**config.mk**
```make
export PLATFORM = sky130hd
export DESIGN_NAME = button_conditioner
export DESIGN_NICKNAME = d
export VERILOG_FILES = /design/src/rtl/button_conditioner_pkg.sv /design/src/rtl/button_conditioner_debouncer.sv /design/src/rtl/button_conditioner.sv
export SDC_FILE = /design/constraint.sdc
export NUM_CORES = 1
export LEC_CHECK = 0
export BUFFER_PORTS_ARGS = -buffer_cell sky130_fd_sc_hd__buf_4
export CORE_MARGIN = 2
export CORE_UTILIZATION = 66
export DETAILED_ROUTE_END_ITERATION = 8
export PLACE_DENSITY = 0.9
export REMOVE_ABC_BUFFERS = 1
export SYNTH_ARGS = -nofsm -noshare
export SYNTH_HDL_FRONTEND = slang
export SYNTH_SLANG_ARGS = --single-unit
```
**constraint.sdc**
```tcl
create_clock -name clk -period 3.5 [get_ports clk]
set_clock_uncertainty 0.15 [all_clocks]
set_input_delay 0.7 -clock clk [delete_from_list [all_inputs] [get_ports clk]]
set_output_delay 0.7 -clock clk [all_outputs]
set_load 0.03 [all_outputs]
```
**src/rtl/button_conditioner_pkg.sv**
```systemverilog
// Shared definitions for the button front-end: cycle-count helpers and the
// auto-repeat state encoding.
package button_conditioner_pkg;

    // Auto-repeat FSM states (used only when BUTTON_CONDITIONER_AUTO_REPEAT_EN is defined)
    typedef enum logic [1:0] {
        IDLE   = 2'd0,
        DELAY  = 2'd1,
        REPEAT = 2'd2
    } rpt_state_t;

    // Directional button indices within the 4-bit direction vectors
    localparam int unsigned DIR_U = 0;
    localparam int unsigned DIR_D = 1;
    localparam int unsigned DIR_L = 2;
    localparam int unsigned DIR_R = 3;

    // Milliseconds to clock cycles, never less than one cycle.
    // The product is formed in 64 bits so 100 MHz * 500 ms does not overflow.
    function automatic int unsigned cycles_from_ms(input int unsigned freq, input int unsigned ms);
        longint unsigned prod;
        prod = (longint'(freq) * longint'(ms)) / 64'd1000;
        if (prod < 64'd1)
            return 1;
        return int'(prod);
    endfunction

    // Repeat rate in Hz to a period in cycles, never less than one cycle
    function automatic int unsigned period_from_rate(input int unsigned freq, input int unsigned rate);
        if (rate == 0 || freq < rate)
            return 1;
        return freq / rate;
    endfunction

    // Counter width able to hold 0 .. n-1
    function automatic int unsigned cnt_width(input int unsigned n);
        if (n <= 1)
            return 1;
        return $clog2(n);
    endfunction

endpackage

```
**src/rtl/button_conditioner_debouncer.sv**
```systemverilog
// One button lane: two-flop synchroniser, stable-time counter, debounced
// level and a registered rising-edge pulse (one cycle behind the level).
module button_debouncer #(
    parameter int unsigned DEBOUNCE_CYCLES = 1
) (
    input  logic clk,
    input  logic rst,
    input  logic raw,
    output logic level,
    output logic press
);
    localparam int unsigned CW = (DEBOUNCE_CYCLES <= 1) ? 1 : $clog2(DEBOUNCE_CYCLES);
    localparam logic [CW-1:0] CNT_LAST = CW'(DEBOUNCE_CYCLES - 1);

    logic          sync1;
    logic          sync2;
    logic [CW-1:0] cnt;
    logic          level_q;

    // Two-stage synchroniser for the asynchronous raw input
    always_ff @(posedge clk) begin
        if (rst) begin
            sync1 <= 1'b0;
            sync2 <= 1'b0;
        end else begin
            sync1 <= raw;
            sync2 <= sync1;
        end
    end

    // Level flips only after DEBOUNCE_CYCLES consecutive cycles of disagreement
    always_ff @(posedge clk) begin
        if (rst) begin
            cnt   <= '0;
            level <= 1'b0;
        end else if (sync2 != level) begin
            if (cnt == CNT_LAST) begin
                level <= sync2;
                cnt   <= '0;
            end else begin
                cnt <= cnt + 1'b1;
            end
        end else begin
            cnt <= '0;
        end
    end

    // Registered rising edge of the debounced level
    always_ff @(posedge clk) begin
        if (rst) begin
            level_q <= 1'b0;
            press   <= 1'b0;
        end else begin
            level_q <= level;
            press   <= level & ~level_q;
        end
    end

endmodule

```
**src/rtl/button_conditioner.sv**
```systemverilog
// Button front-end: debounces five raw buttons, toggles the set-mode level on
// each centre press and turns up/down/left/right into one-cycle pulses.
// Opposing buttons on one axis cancel each other; when one of the pair is
// released while the other is still held, the survivor pulses then.
// Optional: define BUTTON_CONDITIONER_AUTO_REPEAT_EN for up/down auto-repeat.
module button_conditioner
    import button_conditioner_pkg::*;
#(
    parameter int unsigned BOARD_CLOCK_FREQUENCY_IN_HZ = 100_000_000,
    parameter int unsigned DEBOUNCE_TIME_IN_MS         = 10,
    parameter int unsigned REPEAT_DELAY_IN_MS          = 500,
    parameter int unsigned REPEAT_RATE_IN_HZ           = 10
) (
    input  logic clk,
    input  logic rst,
    input  logic btn_c,
    input  logic btn_u,
    input  logic btn_d,
    input  logic btn_l,
    input  logic btn_r,
    output logic set,
    output logic up,
    output logic down,
    output logic left,
    output logic right
);
    localparam int unsigned DEBOUNCE_CYCLES =
        cycles_from_ms(BOARD_CLOCK_FREQUENCY_IN_HZ, DEBOUNCE_TIME_IN_MS);

    logic [4:0] raw;
    logic [4:0] level;
    logic [4:0] press;
    logic [3:0] dir_level;
    logic [3:0] dir_press;
    logic [3:0] lvl_q;
    logic [3:0] rel;
    logic [3:0] evt;
    logic [1:0] pulse_ud;
    logic       conflict_ud;
    logic       conflict_lr;

    // Lane 0 is the centre button, lanes 1..4 are up, down, left, right
    assign raw = {btn_r, btn_l, btn_d, btn_u, btn_c};

    for (genvar i = 0; i < 5; i++) begin : g_btn
        button_debouncer #(
            .DEBOUNCE_CYCLES(DEBOUNCE_CYCLES)
        ) u_db (
            .clk  (clk),
            .rst  (rst),
            .raw  (raw[i]),
            .level(level[i]),
            .press(press[i])
        );
    end

    assign dir_level = level[4:1];
    assign dir_press = press[4:1];

    // Registered debounced releases, aligned with the press pulses
    always_ff @(posedge clk) begin
        if (rst) begin
            lvl_q <= '0;
            rel   <= '0;
        end else begin
            lvl_q <= dir_level;
            rel   <= lvl_q & ~dir_level;
        end
    end

    assign conflict_ud = dir_level[DIR_U] & dir_level[DIR_D];
    assign conflict_lr = dir_level[DIR_L] & dir_level[DIR_R];

    // A button fires on its own press, or when its opposite lets go while it is held
    assign evt[DIR_U] = (dir_press[DIR_U] | (rel[DIR_D] & dir_level[DIR_U])) & ~conflict_ud;
    assign evt[DIR_D] = (dir_press[DIR_D] | (rel[DIR_U] & dir_level[DIR_D])) & ~conflict_ud;
    assign evt[DIR_L] = (dir_press[DIR_L] | (rel[DIR_R] & dir_level[DIR_L])) & ~conflict_lr;
    assign evt[DIR_R] = (dir_press[DIR_R] | (rel[DIR_L] & dir_level[DIR_R])) & ~conflict_lr;

`ifdef BUTTON_CONDITIONER_AUTO_REPEAT_EN
    localparam int unsigned REPEAT_DELAY_CYCLES =
        cycles_from_ms(BOARD_CLOCK_FREQUENCY_IN_HZ, REPEAT_DELAY_IN_MS);
    localparam int unsigned REPEAT_PERIOD_CYCLES =
        period_from_rate(BOARD_CLOCK_FREQUENCY_IN_HZ, REPEAT_RATE_IN_HZ);
    localparam int unsigned RCW = cnt_width(
        (REPEAT_DELAY_CYCLES > REPEAT_PERIOD_CYCLES) ? REPEAT_DELAY_CYCLES : REPEAT_PERIOD_CYCLES);
    localparam logic [RCW-1:0] DELAY_LAST  = RCW'(REPEAT_DELAY_CYCLES - 1);
    localparam logic [RCW-1:0] PERIOD_LAST = RCW'(REPEAT_PERIOD_CYCLES - 1);

    for (genvar a = 0; a < 2; a++) begin : g_rpt
        rpt_state_t     state;
        rpt_state_t     state_next;
        logic [RCW-1:0] cnt;
        logic           held;
        logic           pulse;

        // Held means still pressed and not cancelled by the opposite button
        assign held = dir_level[a] & ~conflict_ud;

        // State register
        always_ff @(posedge clk) begin
            if (rst)
                state <= IDLE;
            else
                state <= state_next;
        end

        // Next-state logic
        always_comb begin
            state_next = state;
            case (state)
                IDLE:    if (evt[a]) state_next = DELAY;
                DELAY:   if (!held) state_next = IDLE;
                         else if (cnt == DELAY_LAST) state_next = REPEAT;
                REPEAT:  if (!held) state_next = IDLE;
                default: state_next = IDLE;
            endcase
        end

        // Pulse output: initial press, end of the delay, then once per period
        always_comb begin
            pulse = 1'b0;
            case (state)
                IDLE:    pulse = evt[a];
                DELAY:   pulse = held && (cnt == DELAY_LAST);
                REPEAT:  pulse = held && (cnt == PERIOD_LAST);
                default: pulse = 1'b0;
            endcase
        end

        // Interval counter: restarts on every state change and each repeat
        always_ff @(posedge clk) begin
            if (rst)
                cnt <= '0;
            else if (state != state_next)
                cnt <= '0;
            else if (state == REPEAT && cnt == PERIOD_LAST)
                cnt <= '0;
            else if (state != IDLE)
                cnt <= cnt + 1'b1;
        end

        assign pulse_ud[a] = pulse;
    end
`else
    assign pulse_ud = evt[DIR_D:DIR_U];
`endif

    // Registered outputs; set toggles on each centre press
    always_ff @(posedge clk) begin
        if (rst) begin
            set   <= 1'b0;
            up    <= 1'b0;
            down  <= 1'b0;
            left  <= 1'b0;
            right <= 1'b0;
        end else begin
            set   <= set ^ press[0];
            up    <= pulse_ud[DIR_U];
            down  <= pulse_ud[DIR_D];
            left  <= evt[DIR_L];
            right <= evt[DIR_R];
        end
    end

endmodule
```
==> results of run 1 <==
-- synthesized netlist by cell type, drive strengths merged, types with 5 or more instances --
library cell    n
nor3b           6
clkbuf         14
and4            6
o31ai          12
xnor2          29
nor3           10
nand3          40
and2            6
nand2          26
a21oi          43
nor2           75
or4            18
nand4          20
and3            8
xor2           32
o21ai          31
nor2b          20
nor4b           9
ha              5
inv            19
dfxtp         134
or3            29
-- power groups by stage --
stage / clock, W / combinational (W) / sequential (W)
3_3_place_gp: 0 / 0.0000316 / 0.00157
4_1_cts: 0.00162 / 0.0000333 / 0.00154
2_1_floorplan: 0 / 0.0000161 / 0.00157
5_1_grt: 0.00168 / 0.0000369 / 0.00154
3_5_place_dp: 0 / 0.0000328 / 0.00157
6_report: 0.00160 / 0.0000332 / 0.00154
-- logic make-up (layout without fill, tap and decap cells) --
family | after synthesis | in the layout | synth area share
flops | 134 | 134 | 0.486
compound gates | 91 | 91 | 0.0907
simple gates | 287 | 287 | 0.288
buf+inv | 37 | 66 | 0.0263
fa+ha+maj | 5 | 5 | 0.0113
xor+xnor | 61 | 61 | 0.0969
-- metrics by stage --
step	power, W	hold slack [ps]	utilization	area [sq um]
floorplan	0.00159	217	-	5440
global placement	0.00160	225	0.696	5690
detailed placement	0.00160	231	0.696	5690
CTS	0.00319	228	0.762	6230
global route	0.00325	243	0.762	6230
finish	0.00317	239	0.762	6230
-- flip-flops by register name (all words and copies together), names as in the netlist --
signal              count
right                   1
g_btn.u_db.press        5
set                     1
g_btn.u_db.sync1        5
g_btn.u_db.level_q      1
down                    1
left                    1
rel                     4
g_btn.u_db.level        5
g_btn.u_db.cnt        100
g_btn.u_db.sync2        5
lvl_q                   4
up                      1
-- final timing paths --
path	startpoint	slack (ps)	endpoint
worst max-delay path	g_btn[1].u_db.cnt[0]	1190	g_btn[1].u_db.cnt[18]
worst max register to register	g_btn[1].u_db.cnt[0]	1190	g_btn[1].u_db.cnt[18]
worst min-delay path	g_btn[0].u_db.level_q	240	g_btn[0].u_db.press
worst min register to register	g_btn[0].u_db.level_q	240	g_btn[0].u_db.press
-- placed cells by master (no fill, tap or decap), types with 20 or more instances in the layout --
| master | Yosys | routed |
|---|---|---|
| o21ai_0 | 28 | 27 |
| nand2_1 | 26 | 26 |
| nor2b_1 | 20 | 20 |
| nor2_1 | 75 | 75 |
| xor2_1 | 32 | 32 |
| or3_1 | 29 | 29 |
| dfxtp_1 | 134 | 134 |
| xnor2_1 | 29 | 29 |
| nand3_1 | 38 | 38 |
| a21oi_1 | 43 | 43 |
-- layer usage --
layer	track usage	share of wire	up-vias
li1	-	-	2204
met1	0.292	0.42	2161
met2	0.450	0.52	122
met3	0.0672	0.043	18
met4	0.113	0.019	0
met5	0	0	-
-- cell type report --
type	instances	area, sq um	area share
clock buffers	19	432	0.0693
well taps	105	131	0.0211
inverters	19	71.3	0.0114
flip-flops and latches	134	2680	0.431
multi-input cells	444	2690	0.431
repair buffers	16	120	0.0193
clock inverters	12	106	0.0171
==> impl_metrics.toml, run 1 <==
[status]
status = "finished clean"

[pwr]
netSwitchingFraction = 0.212
pwr-share-seq = 0.485
pwr-share-comb = 0.010
p_per_area_nw_per_um2 = 509
p_clk_frac = 0.505
vdd_drop_max_mv = 0.371
p_leak_nw = 1.96
intPower_w = 0.00250
p_switching_w = 0.000673

[yosys]
ys.flop_type = "dfxtp_1"
synth_edf_count = 0
syn_avg_cell_area_sq_um = 8.97
ys_types = 39
ys_ff_latch = 134
netlist.area_leader.share = 0.486
synthArstFlopShare = 0
synth_cells = 615
synthTopCellsByArea = "dfxtp_1 (49%), nor2_1 (5.1%), xor2_1 (5.1%), xnor2_1 (4.6%), a21oi_1 (3.9%)"
yosys_warnings = 0
syn_area_sq_um = 5520
yosysSeqAreaShare = 0.486
yosys.area.top_type = "dfxtp_1"

[floorplan]
dieHeight_microns = 95.4
coreArea_sq_um = 8180
io_pins = 12
dieArea_sq_um = 9100
rows = 33
dieWidth_microns = 95.4
start_util = 0.675

[drt]
drtIter0Drc = 218
viasPerCell = 6.01
dr.pass1.iters = 5
wl_mm = 11.1
final_antenna_net_count = 0
drc = 0
wl_per_cell_microns = 14.8
dr_total_vias = 4505

[global_route]
grt_antenna_before_repair = 0
grt_pass1_wl_mm = 18.4
overflow = 0
grt_usage = 0.256
grt_max_degree = 35
first_global_vias = 4345

[setup_path]
ff2ff_path_depth = 5
cp_num_cells = 5
worst_ep_required_time_ps = 3790
path_cells = "ha_1, nand2_1, or4_1, or4_1, a21oi_1"
start_kind = "register"
crit_family = "simple AND/OR/NAND/NOR gates"
path_max_fanout = 7
slowest_delay_ps = 660
path_class = "reg2reg"
cpMaxStageDelayCell = "or4_1"
crit_path_frequent_cell = "or4_1"
crit_buf_inv = 0
setup.worst_path.end_class = "register"
arrival_ps = 2600

[sta]
max_freq_ghz = 0.433
hold_viol_final = 0
setup_tns_ps = 0
slew_headroom = 0.568
fin_crit_ps = 2310
post-route-period-util = 0.660
rsz0062_at_grt = "no"
setup_viol = 0
slew_violations = 0
tightest_slew_ps = 647
layout_setup_ws_ps = 1190

[flow_run]
cap_violations = 0

[placement]
io_buffer_count = 11
dpl.hpwl_mm = 6.98
dpl.cell_count = 718
place_ws_ps = 1250
routabilityCongestion = 0.797

[clock_network]
path_clk_slew_ps = 60
clockBufferDepth = 2
htreeDepth = 4
cts-root-buf = "clkbuf_8"
clk_latency_ps = 520
cts-hold-fix-buffers = 0
cts_tree = "done"
cts_resized = 0
clock_sink_count = 134
numCtsBuffers = 17
cts_setup_buffers = 0

[min_path]
hold_depth = 1
hp-class = "reg2reg"

[layout]
diodes = 0
areaGrowthSynthToFinish_pct = 13.0
final_cells = 749
num-nets-final = 644
fill_cells = 545
drive_gt1_frac = 0.0807
No activity file was read; power rests on OpenSTA's default activity.
==> run 2: changes to the inputs <==
--- a/config.mk
+++ b/config.mk
@@ -7,9 +7,9 @@
 export LEC_CHECK = 0
 export BUFFER_PORTS_ARGS = -buffer_cell sky130_fd_sc_hd__buf_4
 export CORE_MARGIN = 2
-export CORE_UTILIZATION = 66
+export CORE_UTILIZATION = 62
 export DETAILED_ROUTE_END_ITERATION = 8
-export PLACE_DENSITY = 0.9
+export PLACE_DENSITY = 0.86
 export REMOVE_ABC_BUFFERS = 1
 export SYNTH_ARGS = -nofsm -noshare
 export SYNTH_HDL_FRONTEND = slang
==> constraint.sdc (replaced) <==
create_clock -name clk -period 2.4 [get_ports clk]
set_clock_uncertainty 0.15 [all_clocks]
set_input_delay 0.48 -clock clk [delete_from_list [all_inputs] [get_ports clk]]
set_output_delay 0.48 -clock clk [all_outputs]
set_load 0.03 [all_outputs]
==> impl_metrics.toml, run 2 (synthesis results as in run 1) <==
[layout]
mostFrequentLayoutCell = "dfxtp_1"
layout_common_cells = "dfxtp_1 (134), nor2_1 (75), a21oi_1 (43)"
multi_input_area_sq_um = 2690
final_cells = 756
fill_cells = 635
largest-register = "g_btn.u_db.cnt"
diodes = 0
largest_register_ffs = 100
drive_gt1_frac = 0.0849
fin_util = 0.725
seqCellArea_sq_um = 2680
areaGrowthSynthToFinish_pct = 14.0
num-nets-final = 647

[sta]
max_freq_ghz = 0.448
slew_headroom = 0.638
hold_viol_final = 0
tightest_slew_ps = 542
hold-worst-slack_ps = 30.6
setup_viol = 0
post-route-period-util = 0.930
setup_tns_ps = 0
rsz0062_at_grt = "no"
slew_violations = 0
fin_crit_ps = 2230

[clock_network]
cts_resized = 0
cts-root-buf = "clkbuf_8"
path_clk_slew_ps = 60
clk_latency_ps = 510
clock_sink_count = 134
cts-hold-fix-buffers = 0
cts_setup_buffers = 0
cts_tree = "done"
clockBufferDepth = 2
htreeDepth = 4
numCtsBuffers = 17

[global_route]
grt_pass1_wl_mm = 18.5
use_met2 = 0.430
grt_antenna_before_repair = 0
grt-busiest-layer = "met2"
use_met1 = 0.253
first_global_vias = 4327
grt_usage = 0.232
grt_max_degree = 25
overflow = 0
grt_use_met3 = 0.0544

[drt]
dr_total_vias = 4448
dr.pass1.iters = 5
wl_mm = 10.7
viasPerCell = 5.88
drc = 0
final_antenna_net_count = 0
drtIter0Drc = 169
wl_per_cell_microns = 14.2

[min_path]
hp-class = "in2reg"

[setup_path]
cpMaxStageDelayCell = "or4_1"
path_max_fanout = 7
arrival_ps = 2520
setup.worst_path.end_class = "register"
slowest_delay_ps = 650
path_class = "reg2reg"
path_cells = "ha_1, nand2_1, or4_1, or4_1, a21oi_1"
worst_ep_required_time_ps = 2690
crit_path_frequent_cell = "or4_1"
start_kind = "register"

[placement]
dpl.hpwl_mm = 6.79
dpl.cell_count = 724
io_buffer_count = 11
routabilityCongestion = 0.831

[floorplan]
coreArea_sq_um = 8680
start_util = 0.636
dieArea_sq_um = 9670
io_pins = 12
rows = 34
dieHeight_microns = 98.3
dieWidth_microns = 98.3

[status]
status = "finished clean"

[pwr]
p_leak_nw = 1.99
vdd_drop_max_mv = 0.492
p_per_area_nw_per_um2 = 759

[flow_run]
cap_violations = 0
## run 2: cell types whose count changed in the layout (fill, tap and decap cells not counted), sizes merged
cell / delta
inv: +2
clkinvlp: -2
buf: +3
bufinv: +1
## run 2: final timing paths
| check | slack [ps] | cells past startpoint | startpoint | endpoint |
|---|---|---|---|---|
| setup / recovery | 170 | 5 | g_btn[1].u_db.cnt[0] | g_btn[1].u_db.cnt[18] |
| hold reg to reg | 240 | 1 | g_btn[0].u_db.level_q | g_btn[0].u_db.press |
| hold / removal | 30 | 2 | btn_d | g_btn[2].u_db.sync1 |
| setup reg to reg | 170 | 5 | g_btn[1].u_db.cnt[0] | g_btn[1].u_db.cnt[18] |
## run 2: area by class of cell
type / instances / area share
Clock buffer: 19 / 0.0670
Clock inverter: 13 / 0.0237
Inverter: 19 / 0.0113
Multi-Input combinational cell: 444 / 0.427
Sequential cell: 134 / 0.426
Tap cell: 108 / 0.0215
Timing Repair Buffer: 19 / 0.0227
## run 2: report_power, final
group,internal (W),total [W],switching [W]
sequential,0.00223,0.00224,0.00000588
combinational,0.0000209,0.0000514,0.0000305
clock,0.00149,0.00248,0.000990
total,0.00375,0.00478,0.00103
## run 2: per-layer routing
metal,up-vias,share of wire
li1,2225,-
met1,2132,0.42
met2,77,0.53
met3,14,0.030
met5,-,0
met4,0,0.013
## run 2: through the flow
stage / power [W] / worst slack [ps] / area (sq um)
finish: 0.00478 / 167 / 6290
global route: 0.00491 / 59.5 / 6290
CTS: 0.00481 / 174 / 6290
detailed placement: 0.00234 / 190 / 5720
global placement: 0.00234 / 233 / 5720
floorplan: 0.00231 / 39.1 / 5440
## run 2: worst max-delay path, delay by kind of cell, from the launching register on
kind | cells | cell delay, ps
flip-flops | 1 | 360
AO/OA/AOI/OAI | 1 | 140
AND/OR/NAND/NOR | 3 | 1270
adder cells (fa/ha/maj) | 1 | 240
